--- src/rtl/csa_pkg.sv ---
// Shared definitions for the pipelined carry-skip adder: stage-count helper and operation encoding.
package csa_pkg;

    typedef enum logic {
        OP_ADD = 1'b0,
        OP_SUB = 1'b1
    } csa_op_e;

    function automatic int csa_nblk(input int width, input int block);
        return width / block;
    endfunction

endpackage

--- src/rtl/csa_skip_block.sv ---
// One carry-skip block: BLOCK-bit ripple adder with a propagate-AND skip mux on the carry-out.
module csa_skip_block #(
    parameter int BLOCK = 4
) (
    input  logic [BLOCK-1:0] a,
    input  logic [BLOCK-1:0] b,
    input  logic             cin,
    output logic [BLOCK-1:0] sum,
    output logic             cout,
    output logic             skip,
    output logic             msb_cin
);

    logic [BLOCK:0]   c;
    logic [BLOCK-1:0] p;

    // NOTE: every variable written in always_comb gets a value before any branch or loop,
    // so no path can leave it unassigned and infer a latch.
    always_comb begin
        c    = '0;
        sum  = '0;
        p    = a ^ b;
        c[0] = cin;
        for (int i = 0; i < BLOCK; i++) begin
            sum[i]   = p[i] ^ c[i];
            c[i+1]   = (a[i] & b[i]) | (c[i] & p[i]);
        end
    end

    assign skip    = &p;
    assign cout    = skip ? cin : c[BLOCK];
    assign msb_cin = c[BLOCK-1];

endmodule

--- src/rtl/csa_pipe_adder.sv ---
// Pipelined carry-skip adder/subtractor: one skip block per stage, global valid/ready stall.
module csa_pipe_adder
    import csa_pkg::*;
#(
    parameter  int WIDTH = 16,
    parameter  int BLOCK = 4,
    localparam int NBLK  = csa_nblk(WIDTH, BLOCK)
) (
    input  logic             clk,
    input  logic             rst,
    input  logic             in_valid,
    output logic             in_ready,
    input  logic [WIDTH-1:0] in_a,
    input  logic [WIDTH-1:0] in_b,
    input  logic             in_cin,
    input  logic             in_sub,
    output logic             out_valid,
    input  logic             out_ready,
    output logic [WIDTH-1:0] out_sum,
    output logic             out_cout,
    output logic             out_ovf,
    output logic [NBLK-1:0]  out_skip
);

    if (BLOCK < 1 || WIDTH < 2 || (WIDTH % BLOCK) != 0) begin : g_param_check
        $error("csa_pipe_adder: WIDTH must be a multiple of BLOCK and at least 2");
    end

    typedef struct packed {
        logic             valid;
        logic [WIDTH-1:0] a_rem;
        logic [WIDTH-1:0] b_rem;
        logic [WIDTH-1:0] sum;
        logic             carry;
        logic             msb_cin;
        logic [NBLK-1:0]  skip;
    } stage_t;

    stage_t     st_q [NBLK];
    stage_t     st_d [NBLK];
    stage_t     src  [NBLK];
    logic [BLOCK-1:0] blk_a   [NBLK];
    logic [BLOCK-1:0] blk_b   [NBLK];
    logic [BLOCK-1:0] blk_sum [NBLK];
    logic       blk_cin     [NBLK];
    logic       blk_cout    [NBLK];
    logic       blk_skip    [NBLK];
    logic       blk_msb_cin [NBLK];
    logic       adv;
    csa_op_e    op;

    assign op       = csa_op_e'(in_sub);
    assign adv      = !st_q[NBLK-1].valid || out_ready;
    assign in_ready = adv && !rst;

    // Stage 0 takes the operands straight from the ports; subtract is folded in here.
    always_comb begin
        src[0]       = '0;
        src[0].valid = in_valid;
        src[0].a_rem = in_a;
        src[0].b_rem = (op == OP_SUB) ? ~in_b : in_b;
        src[0].carry = (op == OP_SUB) ? 1'b1 : in_cin;
        for (int k = 1; k < NBLK; k++) begin
            src[k] = st_q[k-1];
        end
        for (int k = 0; k < NBLK; k++) begin
            blk_a[k]   = src[k].a_rem[BLOCK-1:0];
            blk_b[k]   = src[k].b_rem[BLOCK-1:0];
            blk_cin[k] = src[k].carry;
        end
    end

    for (genvar k = 0; k < NBLK; k++) begin : g_stage
        csa_skip_block #(.BLOCK(BLOCK)) u_blk (
            .a       (blk_a[k]),
            .b       (blk_b[k]),
            .cin     (blk_cin[k]),
            .sum     (blk_sum[k]),
            .cout    (blk_cout[k]),
            .skip    (blk_skip[k]),
            .msb_cin (blk_msb_cin[k])
        );
    end

    // Operand remainders shift down so each stage always consumes the low BLOCK bits.
    always_comb begin
        for (int k = 0; k < NBLK; k++) begin
            st_d[k]                        = src[k];
            st_d[k].a_rem                  = src[k].a_rem >> BLOCK;
            st_d[k].b_rem                  = src[k].b_rem >> BLOCK;
            st_d[k].sum[k*BLOCK +: BLOCK]  = blk_sum[k];
            st_d[k].carry                  = blk_cout[k];
            st_d[k].msb_cin                = blk_msb_cin[k];
            st_d[k].skip[k]                = blk_skip[k];
        end
    end

    // NOTE: the pipeline is shallow, so the data fields are reset along with the valids;
    // that keeps every output at a defined zero while rst is high.
    always_ff @(posedge clk or posedge rst) begin
        if (rst) begin
            for (int k = 0; k < NBLK; k++) begin
                st_q[k] <= '0;
            end
        end else if (adv) begin
            // NOTE: non-blocking assignments so every stage samples the pre-edge value of its neighbour.
            for (int k = 0; k < NBLK; k++) begin
                st_q[k] <= st_d[k];
            end
        end
    end

    assign out_valid = st_q[NBLK-1].valid;
    assign out_sum   = st_q[NBLK-1].sum;
    assign out_cout  = st_q[NBLK-1].carry;
    assign out_ovf   = st_q[NBLK-1].msb_cin ^ st_q[NBLK-1].carry;
    assign out_skip  = st_q[NBLK-1].skip;

endmodule

--- config.mk ---
export PLATFORM = sky130hd
export DESIGN_NAME = csa_pipe_adder
export DESIGN_NICKNAME = d
export VERILOG_FILES = /design/src/rtl/csa_pkg.sv /design/src/rtl/csa_skip_block.sv /design/src/rtl/csa_pipe_adder.sv
export SDC_FILE = /design/constraint.sdc
export NUM_CORES = 1
export LEC_CHECK = 0
export CAP_MARGIN = 20
export CORE_MARGIN = 2
export CORE_UTILIZATION = 50
export DETAILED_ROUTE_END_ITERATION = 12
export PLACE_DENSITY = 0.74
export SLEW_MARGIN = 30
export SYNTH_ARGS = -nofsm -noshare
export SYNTH_HDL_FRONTEND = slang
export SYNTH_SLANG_ARGS = --single-unit
--- constraint.sdc ---
create_clock -name clk -period 4.5 [get_ports clk]
set_input_delay 0.675 -clock clk [delete_from_list [all_inputs] [get_ports clk]]
set_output_delay 0.675 -clock clk [all_outputs]
set_load 0.005 [all_outputs]
* Word level (Yosys, flattened, before mapping)
Cells that the tools add are included.
Cells by class: multiplexer cells 6, bitwise gates (word level) 70, reduce and logical (&&, ||, !) cells 8
Operators with widths (number):
- bitwise AND 1 bit | 32
- XOR 1 bit | 17
- two-way mux 16 bit | 1
- NOT 16 bit | 1
- bitwise OR 1 bit | 16
- AND reduction 4 bit | 4
- XOR 4 bit | 4
- two-way mux 1 bit | 5
- logical NOT 1 bit | 2
- logical AND 1 bit | 1
- logical OR 1 bit | 1
Storage, ports and cells: register bits 107, bits of input ports 38, output and inout bits 24, word-level logic and storage cells 107

* Logic depth before layout (Yosys ltp)
Gate-level depths: netlist of run 1.
word-level depth 12, gate-level depth with buffers 13, mapped depth without buffers 11

* By module
A second synthesis of run 1 with hierarchy kept.
Second synthesis, totals: cells, all modules 341, area total of the unflattened synthesis 5117.4 sq um
By module, submodules not included:
- csa_pipe_adder | times used 1, cells each 269, area each 4371.7 sq um, sequential area each 2677.6 sq um
- csa_skip_block | times used 4, cells each 18, area each 186.4 sq um, sequential area each 0.0 sq um

* Worst setup path before layout of run 1
Ideal clock, no wire load.
path kind input port to flip-flop, start input port in_sub, end register st_q (netlist bit src[119]), setup time 0.116 ns, arrival 2.771 ns, data required time 4.384 ns, setup slack 1.613 ns, cell stages on the path 13, path buffers 2, path through buf_4 -> buf_6 -> xor2_1 -> inv_1 -> fa_1 -> inv_1 -> fa_1 -> inv_1 -> fa_1 -> inv_1 -> fa_1 -> nand2_1 -> nand2_1
RTL lines:
- start, declared | RTL line csa_pipe_adder.sv:16 | input logic in_sub,
- end signal, assigned by index | RTL line csa_pipe_adder.sv:108 | st_q[k] <= st_d[k];
- end, declared | RTL line csa_pipe_adder.sv:39 | stage_t st_q [NBLK];

==> summary.md, run 1 <==
| Metric | Value |
|---|---|
| Top_reg_cell synth | dfrtp_1 |
| Arrival time worst endpoint | ~3300 ps |
| VDD IR max | about 270 uV |
| Fin Hold WS | ~470 ps |
| Clock root cell | clkbuf_8 |
| Final period util | 0.677 |
| CTS tree | built |
| Detailed Route WL | 8.30 mm |
| # resized after CTS | 0 |
| WL met3 | approximately 280 um |
| Ys async rst share | 1.00 |
| Via density | approximately 4.7 |
| Commonest cells in the netlist | nand2_1, dfrtp_1, buf_4 |
| Ports | a little over 60 |
| Pwr Density | 612 nW/um^2 |
| Post-synth cell types | 23 |
| Initial antenna violation count | 0 |
| Post-CTS Setup Bufs | 0 |
| Crit path from | in_sub |
| Site Rows | 36 |
| Clock buffer depth | 2 |
| CP Capture Point | src[119] |
| Overall routing resource usage | 0.170 |
| Max-cap violations | 0 |
| Outcome | finished, final reports clean |
| Worst min path class | reg2reg |
| Final nets | 625 |
| Placement Setup Slack | 1060 ps |
| Top cell type by total area after synthesis | dfrtp_1 |
| RSZ-0062 raised after global routing | false |
| First-pass GRT wire length | 14.9 mm |
| Yosys warns | 0 |
| Routed met1 length | 4.07 mm |
| Worst path required time | between 4000 and 5000 ps |
| Final Hold Vio Count | 0 |
| Mean Syn Cell Area | 9.50 um^2 |
| Worst R2R Setup Slack | around 2300 ps |
| Setup WS post-layout | 1450 ps |
| Area grow syn2layout | 14.5% |
| Die Span Y | 104 um |
| F_max | 0.328 GHz |
| Register area share after synthesis | 0.538 |
| Number of synthesized flops with an enable pin | 0 |
| Worst-margin pin slew | slightly below 700 ps |
| Slew HR | 0.536 |
| CTS buffer count | 9 |
| Crit-path max FO | 6 |
| Setup TNS | 0 ps |
| Setup crit start kind | primary input |
| Average wire per standard cell | 12.0 um |
| Most frequent cell after synthesis | nand2_1 |
| Critical R2R Capture | out_sum[15] |
| Layout Skew | about 7.3 ps |
| Setup violators final | 0 |
| Synth area leaders | dfrtp_1, nand2_1, fa_1 |
| Via count | 3240 |
| Cell area after synthesis | 4980 um^2 |
| Largest net degree at the start of global routing | approximately 100 |
| CTS sink count | 107 |
| Layout cells sized above 1 | 0.0376 |
| Nature of the critical path endpoint | flip-flop |
| Number of fill cells | between 800 and 900 |
| Starting DRT DRC Count | 130 |
| Antenna Cells | 0 |
| Core Area | between 9000 and 10000 um^2 |
| Hold_buf cts | 0 |
| I/O Buffers | 61 |
| Final-report max-slew violation count | 0 |
| Post-synthesis cell count | about 520 |
| Post-route DRC | 0 |
| Max Used Layer | met4 |
| Total gr overflow | 0 |
| FF+latch count, synth | between 100 and 150 |
| Die area | roughly 11000 um^2 |
| Starting Density | 0.512 |
| Worst-Skew Late Latency | approximately 370 ps |
| Number of global-route vias before repair | approximately 3300 |
| Final core occ | 0.586 |
| Critical R2R Launch | blk_a[0] |
| WHS Path Cells | 2 |
| Clock transition at the registers of the reported paths | approximately 90 ps |
| Worst reg-to-reg path cell count | 8 |
| Leakage | approximately 2.9 nW |
| GP Congestion | 0.791 |
| Syn nets | 594 |
| Post-synth top area share | 0.538 |
| Crit Path Category | in2reg |
| H-tree depth | 3 |
| Wire length on met2 | ~3.8 mm |
| Detailed placement HPWL | 5.69 mm |
| Tmin final | between 3000 and 4000 ps |
| Die X | ~100 um |
| TritonRoute pass-1 iters | 4 |
| Post-DRT Antenna Nets | 0 |
how the worst min path moves through the flow:
stage | start | endpoint | slack, ps
3_3_place_gp | src[54] | src[54] | 440
4_1_cts | out_sum[0] | out_sum[0] | 480
5_1_grt | src[9] | src[9] | 500
2_1_floorplan | src[54] | src[54] | 430
6_report | out_sum[4] | out_sum[4] | 470
3_5_place_dp | out_sum[3] | out_sum[3] | 460
critical path, cell delays in order:
cell	delay [ps]
clkdlybuf4s50_1	650
xor2_1	240
inv_1	90
fa_1	400
inv_1	80
fa_1	160
inv_1	50
fa_1	360
inv_1	80
fa_1	400
nand2_1	70
nand2_1	60
state kept, by name, summed over array words and instances (netlist names):
register   count
src           57
out_sum       16
blk_a         12
blk_b         12
out_skip       4
blk_cin        3
out_cout       1
out_valid      1
st_q           1
cells in the final DEF (no fill, tap or decap), types with 3 or more instances in the layout:
cell type	netlist	final
clkbuf_8	0	9
a21oi_1	9	9
nor2_1	13	13
o21ai_0	20	20
nor3_1	4	4
clkdlybuf4s50_1	0	61
xor2_1	7	7
buf_4	37	3
nand4_1	4	4
o21ai_1	7	7
fa_1	16	16
ha_1	16	16
xnor2_1	10	10
dfrtp_1	107	107
inv_1	28	27
nand2_1	229	229
layout make-up:
type | count | area [um^2] | share of cell area
well taps | 133 | 166 | 0.0292
flip-flops and latches | 107 | 2680 | 0.469
repair buffers | 66 | 672 | 0.118
clock buffers | 11 | 131 | 0.0230
inverters | 28 | 108 | 0.0189
multi-input cells | 343 | 1870 | 0.328
clock inverters | 4 | 76.3 | 0.0134
kinds of logic (layout without fill, tap and decap cells):
| group | Yosys count | after routing | share of synthesized area |
|---|---|---|---|
| buf+inv | 74 | 109 | 0.0892 |
| simple gates | 256 | 256 | 0.199 |
| fa+ha+maj | 32 | 32 | 0.105 |
| xor+xnor | 17 | 17 | 0.0299 |
| mux | 1 | 1 | 0.00201 |
| compound gates | 37 | 37 | 0.0379 |
| flops | 107 | 107 | 0.538 |
power breakdown:
group          switching, W  internal [W]
clock network      0.000318      0.000312
registers          0.000253       0.00138
logic              0.000650      0.000583
total               0.00122       0.00227
metal layers:
| metal | vias up | GRT usage |
|---|---|---|
| met4 | 0 | 0.0714 |
| met3 | 14 | 0.0371 |
| met2 | 51 | 0.267 |
| li1 | 1634 | - |
| met5 | - | 0 |
| met1 | 1541 | 0.232 |
per-stage QoR:
stage,area [um^2],cells,total power (W)
global placement,5470,676,0.00282
global route,5700,692,0.00383
CTS,5700,692,0.00355
finish,5700,692,0.00349
floorplan,4980,524,0.00255
detailed placement,5490,677,0.00291
Power figures use the tool's default switching activity.
==> run 2: changes to the inputs <==
- PLACE_DENSITY: 0.74 -> 0.77
- clock period: 4.5 -> 2.6 ns (I/O delays scaled with it)
==> run 2 against run 1 <==
Core utilization increased by 0.55 points. Design area up 0.94%. Global-route usage rose by 0.76 points. Clock skew fell by 0.85 ps. Critical path type unchanged. Largest cell class unchanged. Largest power group unchanged.
==> summary.md, run 2 (synthesized netlist as in run 1, its figures left out) <==
| Metric | Value |
|---|---|
| Cell family with most CP delay | adder cells |
| Starting DRT DRC Count | approximately 260 |
| Overall routing resource usage | 0.178 |
| Total gr overflow | 0 |
| Max-cap violations | 0 |
| Wire length on met2 | 4.19 mm |
| Via density | 4.69 |
| Number of fill cells | 842 |
| Final nets | 634 |
| Site Rows | 36 |
| CTS tree | built |
| Crit-path max FO | 2 |
| Pwr Total | about 0.0060 W |
| Largest net degree at the start of global routing | slightly above 100 |
| Pwr Density | about 1000 nW/um^2 |
| Slowest stage delay, CP | around 470 ps |
| Worst min path class | reg2reg |
| Clock transition at the registers of the reported paths | roughly 100 ps |
| CP Buf/Inv Count | 5 |
| Core Area | ~9700 um^2 |
| Final-report max-slew violation count | 0 |
| CP cell instances | clkdlybuf4s50_1 -> xor2_1 -> inv_1 -> fa_1 -> inv_1 -> fa_1 -> inv_1 -> fa_1 -> inv_1 -> fa_1 -> nand2_1 -> nand2_1 |
| F_max | 0.394 GHz |
| Final Hold Vio Count | 0 |
| Post-route DRC | 0 |
| I/O Buffers | 61 |
| Die X | about 100 um |
| Die Span Y | between 100 and 150 um |
| Clock root cell | clkbuf_8 |
| Worst path required time | around 2900 ps |
| Worst-Skew Late Latency | around 370 ps |
| Multi-input logic area | 1870 um^2 |
| Clock buffer depth | 2 |
| Average wire per standard cell | 12.4 um |
| Die area | approximately 11000 um^2 |
| Antenna Cells | 0 |
| Slew HR | 0.603 |
| VDD IR max | around 400 uV |
| Area grow syn2layout | 15.6% |
| Detailed Route WL | approximately 8.7 mm |
| Setup violators final | 0 |
| Critical Path Slowest Stage Cell | clkdlybuf4s50_1 |
| WL met3 | between 300 and 400 um |
| Detailed placement HPWL | between 6 and 7 mm |
| Worst R2R Setup Slack | between 400 and 500 ps |
| Tmin final | between 2000 and 3000 ps |
| Arrival time worst endpoint | roughly 2800 ps |
| First-pass GRT wire length | between 15 and 20 mm |
| Fin Hold WS | approximately 470 ps |
| GP Congestion | between 0.8 and 0.9 |
| H-tree depth | 3 |
| Hold_buf cts | 0 |
| CTS sink count | around 110 |
| Setup TNS | 0 ps |
| CTS buffer count | 9 |
| Most frequent cells in the layout | nand2_1, dfrtp_1, clkdlybuf4s50_1 |
| Worst-margin pin slew | 594 ps |
| Most common cell after layout, fill and taps aside | nand2_1 |
| Via count | around 3300 |
| Max Used Layer | met4 |
| Initial antenna violation count | 0 |
| Layout Skew | roughly 6.5 ps |
| Ports | just over 60 |
| Crit Path Category | in2reg |
| FF/Latch Area | ~2700 um^2 |
| Leakage | 2.89 nW |
| Outcome | finished, final reports clean |
| Nature of the critical path endpoint | flip-flop |
| Max reg flops | between 50 and 60 |
| TritonRoute pass-1 iters | 4 |
| Final period util | 0.977 |
| Setup crit start kind | primary input |
| Starting Density | 0.512 |
| Post-DRT Antenna Nets | 0 |
| Number of global-route vias before repair | roughly 3400 |
| Routed met1 length | just under 4 mm |
| Layout cells sized above 1 | 0.0545 |
run 2: cell count changes in the layout (fill, tap and decap cells not counted), moves of 2 or more:
cell / previous run / this run
buf_4: 3 / 11
buf_12: 0 / 3
bufinv_16: 2 / 0
clkbuf_8: 9 / 11
run 2: final cells by class:
type                       count  area share
inverter                      28      0.0189
clock buffer                  13      0.0276
timing repair buffer          75       0.131
multi-input combinational    343       0.325
tap                          133      0.0289
clock inverter                 3     0.00369
sequential                   107       0.465
run 2: worst paths after layout:
path,depth (start not counted),to,from
hold / removal,2,src[97],src[97]
setup reg to reg,8,src[68],blk_a[8]
hold reg to reg,2,src[97],src[97]
max in group asynchronous,3,src[141],rst
setup / recovery,12,src[119],in_b[0]
min in group asynchronous,2,src[6],rst
run 2: metrics by stage:
step	cell area, um^2	cells	worst slack [ps]	utilization
floorplan	4990	524	4.91	-
global placement	5570	685	-331	0.573
detailed placement	5570	685	-432	0.573
CTS	5750	701	93.0	0.591
global route	5760	702	-13.6	0.592
finish	5760	702	60.2	0.592
run 2: worst register-to-register path, delay by kind of cell, from the launching register on:
family / cells / cell delay, ps
AOI/OAI and AO/OA: 1 / 130
adders and majority gates: 4 / 1360
buffers and inverters: 3 / 210
DFF: 1 / 420
run 2: what timing repair did:
item	4_1_cts	5_1_grt
buffers inserted	0	1
endpoints found under the setup margin	1	1
resized for setup	1	0
pin swaps	1	0
run 2: report_power, final:
part           switching (W)  internal, W
sequential          0.000438      0.00238
combinational        0.00116      0.00104
clock               0.000542     0.000404
run 2: metal layers:
| layer | GRT usage | vias to the layer above |
|---|---|---|
| met5 | 0 | - |
| met4 | 0.0695 | 0 |
| met3 | 0.0459 | 17 |
| met2 | 0.284 | 62 |
| met1 | 0.235 | 1556 |
| li1 | - | 1654 |
==> run 3: changes to the inputs <==
- CORE_MARGIN: 2 -> 8
==> run 3 against run 2 <==
First-iteration DRC count shrank 52%. Via count down 1.2%. Setup slack improved by 150 ps. Sequential power about the same. Clock-buffer cell count fell by 3. Maximum frequency grew 6.4%. Worst hold slack got worse by 33 ps. Core utilization rose by 0.28 points. Global-route usage down 3.7 points. Critical path type unchanged. Largest power group unchanged.
==> summary.md, run 3 (synthesized netlist as in run 1, its figures left out) <==
| Metric | Value |
|---|---|
| Outcome | finished, final reports clean |
| Post-DRT Antenna Nets | 0 |
| Detailed placement HPWL | ~6.4 mm |
| Site Rows | 36 |
| Final period util | 0.918 |
| Crit path from | in_a[0] |
| Post-CTS Setup Bufs | 0 |
| Worst-Skew Late Latency | 370 ps |
| Die X | 116 um |
| Slowest stage delay, CP | just under 500 ps |
| GP Congestion | 0.804 |
| Largest net degree at the start of global routing | around 100 |
| Layout cells sized above 1 | 0.0581 |
| Detailed Route WL | between 8 and 9 mm |
| Max reg flops | 57 |
| I/O Buffers | a little over 60 |
| CP cell instances | clkdlybuf4s50_1 -> inv_1 -> fa_1 -> inv_1 -> fa_1 -> inv_1 -> fa_1 -> inv_1 -> fa_1 -> nand2_1 -> nand2_1 |
| Antenna Cells | 0 |
| Nature of the critical path endpoint | flip-flop |
| Net Sw Frac | 0.363 |
| TritonRoute pass-1 iters | 4 |
| Max-cap violations | 0 |
| Worst reg-to-reg path cell count | 8 |
| F_max | around 0.42 GHz |
| Clock buffer depth | 2 |
| Clock transition at the registers of the reported paths | 100 ps |
| Wire length on met2 | roughly 4.2 mm |
| Flop pwr share | 0.470 |
| Routed met1 length | ~4 mm |
| Final nets | around 630 |
| CTS buffer count | 9 |
| Number of fill cells | between 800 and 900 |
| RSZ-0062 raised after global routing | false |
| Final-report max-slew violation count | 0 |
| CTS tree | built |
| CTS sink count | 107 |
| Average wire per standard cell | around 13 um |
| Max Used Layer | met4 |
| Most frequent cells in the layout | nand2_1, dfrtp_1, clkdlybuf4s50_1 |
| WL met3 | about 380 um |
| Overall routing resource usage | 0.141 |
| Pwr Density | approximately 1000 nW/um^2 |
| Finished Layout Cells | 701 |
| Crit Path Category | in2reg |
| Critical R2R Capture | src[68] |
| Starting Density | 0.512 |
| Crit-path max FO | 2 |
| Final instance area | 5790 um^2 |
| Worst min path class | in2async |
| Int Power | around 0.0038 W |
| Clk pwr share | 0.163 |
| Layout Skew | around 10 ps |
| Dpl cells | between 600 and 700 |
| VDD IR max | about 380 uV |
| Slew HR | 0.630 |
| Total gr overflow | 0 |
| Via count | 3251 |
| Worst path required time | roughly 2900 ps |
| Critical Path Slowest Stage Cell | clkdlybuf4s50_1 |
| Worst-margin pin slew | 553 ps |
| Worst R2R Setup Slack | between 300 and 400 ps |
| Multi-input logic area | between 1500 and 2000 um^2 |
| Initial antenna violation count | 0 |
| Fin Hold WS | between 400 and 500 ps |
| Core Area | 9730 um^2 |
| Setup TNS | 0 ps |
| Post-route DRC | 0 |
| Final Hold Vio Count | 0 |
| Die Span Y | approximately 120 um |
| Setup violators final | 0 |
| Clock root cell | clkbuf_8 |
| Ports | a little over 60 |
| Area grow syn2layout | 16.2% |
| H-tree depth | 3 |
| Arrival time worst endpoint | between 2000 and 3000 ps |
| Setup crit start kind | primary input |
| CP Capture Point | src[119] |
| Critical R2R Launch | blk_a[8] |
| Number of global-route vias before repair | around 3300 |
| FF/Latch Area | approximately 2700 um^2 |
| Leakage | roughly 2.9 nW |
| Via density | roughly 4.6 |
| Area after DPL | about 5600 um^2 |
| Tmin final | 2390 ps |
| Most common cell after layout, fill and taps aside | nand2_1 |
| Pwr Total | roughly 0.006 W |
| Die area | 13400 um^2 |
| Switching Power | 0.00217 W |
| Combinational share of power | 0.367 |
| Starting DRT DRC Count | about 130 |
| First-pass GRT wire length | ~15 mm |
-- run 3: cell count changes in the layout (fill, tap and decap cells not counted), sizes merged --
cell / change
buf: -1
clkbuf: -3
clkdlybuf4s50: -1
clkinv: +2
clkinvlp: -1
dlymetal6s2s: +1
inv: +2
-- run 3: worst min-delay path by stage --
stage | slack [ps] | cells after the start | startpoint | end
final | 440 | 2 | rst | src[61]
after global placement | 440 | 2 | src[54] | src[54]
after detailed placement | 450 | 1 | src[54] | out_valid
after global routing | 480 | 2 | rst | src[61]
after floorplan | 430 | 2 | src[54] | src[54]
after CTS | 440 | 2 | rst | src[61]
-- run 3: what timing repair did --
item                                   4_1_cts  5_1_grt
pin swaps                                    0        0
setup endpoints to repair                    1        1
gates resized for setup                      1        2
endpoints found under the hold margin        0        0
hold buffers                                 0        0
-- run 3: final cells by class --
type,count,share of cell area
Tap cell,133,0.0288
Clock buffer,10,0.0238
Multi-Input combinational cell,343,0.325
Timing Repair Buffer,74,0.131
Clock inverter,6,0.00952
Sequential cell,107,0.463
Inverter,28,0.0188
-- run 3: through the flow --
step	utilization	setup slack (ps)
floorplan	-	4.91
global placement	0.574	-342
detailed placement	0.574	-412
CTS	0.594	78.5
global route	0.595	100
finish	0.595	214
-- run 3: power groups by stage --
stage | registers, W | logic [W] | clock network (W)
finish | 0.00281 | 0.00219 | 0.000974
global route | 0.00292 | 0.00254 | 0.00107
detailed placement | 0.00286 | 0.00224 | 0
CTS | 0.00282 | 0.00225 | 0.00101
floorplan | 0.00275 | 0.00168 | 0
global placement | 0.00283 | 0.00214 | 0
-- run 3: per-layer routing --
metal  track usage  vias to the layer above
li1              -                     1646
met1         0.175                     1533
met2         0.231                       59
met3        0.0287                       13
met4        0.0657                        0
met5             0                        -
-- run 3: critical path, delay by kind of cell --
| family | cells | cell delay [ps] |
|---|---|---|
| simple gates | 2 | 130 |
| buf+inv | 5 | 780 |
| fa+ha+maj | 4 | 1360 |
